===== src/rtl/match_window_counter.sv =====
// Counts match pulses from the sequence detector over a programmable window and
// reports the count, a sticky saturation flag and a threshold alarm on a valid/ready port.
module match_window_counter #(
  parameter int unsigned CNT_W = 8,
  parameter int unsigned WIN_W = 8
) (
  input  logic             clk,
  input  logic             reset,
  input  logic             start,
  input  logic [WIN_W-1:0] win_len,
  input  logic [CNT_W-1:0] thresh,
  input  logic             match,
  input  logic             rd_ready,
  output logic [CNT_W-1:0] cnt_out,
  output logic             cnt_valid,
  output logic             overflow,
  output logic             alarm,
  output logic             busy
);

  typedef enum logic [1:0] {
    StIdle   = 2'b00,
    StCount  = 2'b01,
    StReport = 2'b10
  } state_e;

  state_e           state_q, state_d;
  logic [WIN_W-1:0] win_q, win_d;
  logic [CNT_W-1:0] thresh_q, thresh_d;
  logic [CNT_W-1:0] count_q, count_d;
  logic             ovf_q, ovf_d;
  logic [CNT_W-1:0] cnt_out_q, cnt_out_d;
  logic             alarm_q, alarm_d;

  always_comb begin
    state_d   = state_q;
    win_d     = win_q;
    thresh_d  = thresh_q;
    count_d   = count_q;
    ovf_d     = ovf_q;
    cnt_out_d = cnt_out_q;
    alarm_d   = alarm_q;
    case (state_q)
      StIdle: begin
        if (start && (win_len != '0)) begin
          state_d  = StCount;
          win_d    = win_len;
          thresh_d = thresh;
          count_d  = '0;
          ovf_d    = 1'b0;
        end
      end
      StCount: begin
        if (match) begin
          if (count_q == '1) begin
            ovf_d = 1'b1;
          end else begin
            count_d = count_q + 1'b1;
          end
        end
        win_d = win_q - 1'b1;
        // Last sample edge: publish the count including this edge's match.
        if (win_q == WIN_W'(1)) begin
          state_d   = StReport;
          cnt_out_d = count_d;
          alarm_d   = (count_d >= thresh_q);
        end
      end
      StReport: begin
        if (rd_ready) begin
          state_d = StIdle;
        end
      end
      default: state_d = StIdle;
    endcase
  end

  always_ff @(posedge clk) begin
    if (reset) begin
      state_q   <= StIdle;
      win_q     <= '0;
      thresh_q  <= '0;
      count_q   <= '0;
      ovf_q     <= 1'b0;
      cnt_out_q <= '0;
      alarm_q   <= 1'b0;
    end else begin
      state_q   <= state_d;
      win_q     <= win_d;
      thresh_q  <= thresh_d;
      count_q   <= count_d;
      ovf_q     <= ovf_d;
      cnt_out_q <= cnt_out_d;
      alarm_q   <= alarm_d;
    end
  end

  assign cnt_out   = cnt_out_q;
  assign overflow  = ovf_q;
  assign alarm     = alarm_q;
  assign cnt_valid = (state_q == StReport);
  assign busy      = (state_q != StIdle);

endmodule


===== config.mk =====
export PLATFORM = sky130hd
export DESIGN_NAME = match_window_counter
export DESIGN_NICKNAME = d
export VERILOG_FILES = /design/src/rtl/match_window_counter.sv
export SDC_FILE = /design/constraint.sdc
export NUM_CORES = 1
export LEC_CHECK = 0
export CAP_MARGIN = 5
export CORE_MARGIN = 2
export CORE_UTILIZATION = 34
export CTS_CLUSTER_SIZE = 24
export DETAILED_ROUTE_END_ITERATION = 7
export PLACE_DENSITY = 0.63
export SLEW_MARGIN = 20
export SYNTH_ARGS = -nofsm -noshare
export SYNTH_HDL_FRONTEND = slang
export SYNTH_SLANG_ARGS = --single-unit
export TNS_END_PERCENT = 1

===== constraint.sdc =====
create_clock -name clk -period 3.3 [get_ports clk]
set_clock_uncertainty 0.1 [all_clocks]
set_input_delay 0.33 -clock clk [delete_from_list [all_inputs] [get_ports clk]]
set_output_delay 0.33 -clock clk [all_outputs]
set_load 0.02 [all_outputs]

==> results.md <==
- Total Negative Setup Slacks: 0 ps
- Vias in the first global route: 1699
- Leakage: 0.921 nW
- Routed via count: 1782
- Total of warnings raised by yosys: 0
- Clock-pin slew on the worst setup and hold paths: 80 ps
- Worst slack, placed: 475 ps
- FF/Latch Area: 721 um^2
- Kind of critical path: reg -> reg
- Count of fill cells added during filler insertion: 573
- Clock latency on the worst-skew pair: 300 ps
- Routability congestion estimate: 0.857
- Total of buffers placed on input and output ports: 32
- DRC: 0
- Final hold violation count: 0
- Count of pins over their slew limit: 0
- Crit path time final: 2660 ps
- Final critical-path setup slack: 642 ps
- Inserted Diodes: 0
- Worst vdd ir: 0.000179 V
- Die Height: 79.1 um
- Buffer count from post-CTS setup fixing: 0
- Via count normalized by instance count: 5.26
- Clk Tree Root Cell: sky130_fd_sc_hd__clkbuf_8
- Most frequent cell on the critical path: sky130_fd_sc_hd__ha_1
- Type of the worst min-delay path: reg -> reg
- H-tree level count: 2
- Status: completed
- Final clock period utilization by the worst path: 80.5%
- Slowest stage cell, crit path: sky130_fd_sc_hd__o21ai_1
- Worst Setup Start Kind: flop
- Die area: 6260 um^2
- Final-report setup violation count: 0
- Max FO, Critical Path: 6
- Aggregate global-route resource usage: 15.9%
- Largest incremental delay on the critical path: 440 ps
- Sequential element share of the synthesized area: 37.6%
- Hold_buf cts: 0
- First-pass GRT wire length: 7740 um
- # nets final: 298
- Syn_area_per_cell: 8.27 um^2
- Number of distinct standard cells referenced by the synthesized netlist: 53
- Critical path, cell by cell: ha_1, nand4_1, o21ai_1, mux2i_1, inv_1, ha_1, o21ai_0, a21oi_1, o31ai_1, a311oi_1
- Initial detailed-routing violation count: 111
- Number of buffers created by CTS: 5
- Total number of placement rows: 27
- Number of enable flip-flop cells after synthesis: 0
- Clock Sink Count: 36
- Signal arrival time at the worst endpoint: 2730 ps
- Largest area contributor in the synthesized netlist: sky130_fd_sc_hd__dfxtp_1
- Transition time at the pin with the least slew margin: 841 ps
- Unrepaired setup endpoints after global routing: no
- Power Dens Cells: 407 nW/um^2
- Nets in the synthesized netlist: 264
- Kind of end point of the critical path: flop
- Core Region: 5470 um^2
- Number of top-level design ports: 33
- Wirelength, routed: 4620 um
- Routed wirelength normalized by instance count: 13.6 um
- Maximum capacitance violations: 0
- Most used flip-flop cell after synthesis: sky130_fd_sc_hd__dfxtp_1
- Timing-limited maximum frequency: 376 MHz
- Post-synthesis instance area: 1920 um^2
- Die Wd: 79.1 um
- Starting utilization of the core area: 35.0%
- Maximum clock path buffer count: 2
- Worst rel slew slack: 43.8%
- FF+latch count, synth: 36
- Required time of the worst setup path: 3370 ps
- Residual antenna-violating net count after detailed routing: 0
- Area Overhead vs Synth: 25.0%
- Area share of the largest cell type after synthesis: 37.6%
- Number of antenna violations at the first check in global routing: 0
- DRT Pass-1 Iters: 4
- Maximum number of pins on one net before global-route repair: 27
- Post-CTS Resized: 0
- Share of layout cells above drive strength 1: 10.1%
- Overflow left after global routing: 0
- Number of cells produced by synthesis: 232
- Footprint of the multi-input gates: 1080 um^2
- Clock tree from TritonCTS: done
- Placed wire-length estimate: 3300 um
- Cell types with the largest area share after synthesis: sky130_fd_sc_hd__dfxtp_1 (38%), sky130_fd_sc_hd__nand2_1 (7.8%), sky130_fd_sc_hd__ha_1 (7.2%)
- Post-synthesis async set-or-reset flop share: 0%
==> routing by layer <==
metal	track usage [%]	wire length [um]	vias to the layer above
li1	-	-	910
met3	3.86	207	7
met5	0	0	-
met4	6.21	64	0
met2	26.2	2180	37
met1	20.0	2170	828
==> Yosys cell counts (all sizes together) (2+ instances only) <==
library cell and instances:
or4 6, nor2 13, buf 5, nor4 2, o22ai 8, nand2b 3, dfxtp 36, ha 11
nand3 14, nor3 2, nor2b 2, o21ai 6, o31ai 2, clkbuf 4, a211oi 3, a21oi 16
a31oi 6, a32oi 2, and3 2, mux2i 5, inv 15, nand4 6, nand2 40, o21a 2
o211ai 3, or3 2
==> cells in the final DEF, fill, tap and decap left out, types with 6 or more instances in the layout <==
| cell | count |
|---|---|
| sky130_fd_sc_hd__nand2_1 | 40 |
| sky130_fd_sc_hd__dfxtp_1 | 36 |
| sky130_fd_sc_hd__clkdlybuf4s50_1 | 32 |
| sky130_fd_sc_hd__a21oi_1 | 16 |
| sky130_fd_sc_hd__inv_1 | 15 |
| sky130_fd_sc_hd__nand3_1 | 14 |
| sky130_fd_sc_hd__nor2_1 | 12 |
| sky130_fd_sc_hd__ha_1 | 11 |
| sky130_fd_sc_hd__o22ai_1 | 8 |
| sky130_fd_sc_hd__nand4_1 | 6 |
| sky130_fd_sc_hd__a31oi_1 | 6 |
| sky130_fd_sc_hd__clkbuf_8 | 6 |
==> kinds of logic (layout without fill, tap and decap cells) <==
| group | count (synthesis) | in the layout | share of synthesized area (%) |
|---|---|---|---|
| adders and majority gates | 11 | 11 | 7.18 |
| xor gates and xnor gates | 1 | 1 | 0.457 |
| muxes | 6 | 6 | 3.20 |
| DFF | 36 | 36 | 37.6 |
| buffers and inverters | 26 | 61 | 6.33 |
| and+or+nand+nor | 97 | 97 | 26.7 |
| AOI/OAI and AO/OA | 55 | 55 | 18.6 |
==> path summary, 6_finish.rpt <==
kind | from | to | slack, ps | depth (start not counted)
hold reg to reg | thresh_q[2]$_SDFFE_PP0P_ | thresh_q[2]$_SDFFE_PP0P_ | 360 | 2
hold / removal | thresh_q[2]$_SDFFE_PP0P_ | thresh_q[2]$_SDFFE_PP0P_ | 360 | 2
setup reg to reg | count_q[0]$_SDFFE_PP0P_ | alarm$_SDFFE_PP0P_ | 640 | 10
setup / recovery | count_q[0]$_SDFFE_PP0P_ | alarm$_SDFFE_PP0P_ | 640 | 10
==> state kept, by name, summed over array words and instances, names as in the netlist <==
name      count
cnt_out       8
count_q       8
thresh_q      8
win_q         8
state_q       2
alarm         1
overflow      1
==> through the flow <==
step	power [mW]	util (%)	instances	hold slack, ps	area (um^2)
2_1_floorplan	0.599	-	232	336	1920
3_3_place_gp	0.655	42.1	331	346	2300
3_5_place_dp	0.658	42.1	331	351	2300
4_1_cts	0.982	43.8	339	363	2400
5_1_grt	1.03	43.8	339	386	2400
6_report	0.976	43.8	339	360	2400
==> power by group <==
group | internal, mW | switching, mW | total [mW] | leakage, nW
Clock | 0.167 | 0.162 | 0.329 | 0.0510
Sequential | 0.457 | 0.0219 | 0.479 | 0.293
Combinational | 0.0766 | 0.0920 | 0.169 | 0.576
==> layout make-up <==
| class | count | share of cell area (%) |
|---|---|---|
| inverter | 16 | 2.51 |
| clock buffer | 6 | 3.44 |
| tap | 72 | 3.76 |
| timing repair buffer | 37 | 14.9 |
| sequential | 36 | 30.1 |
| clock inverter | 2 | 0.418 |
| multi-input combinational | 170 | 44.9 |
==> worst max-delay path, delay by kind of cell, from the launching register on <==
kind,cells,cell delay [ps]
compound gates,5,940
fa+ha+maj,2,520
buf+inv,1,70
flops,1,410
mux,1,320
simple gates,1,160
No activity file was read; power rests on OpenSTA's default activity.
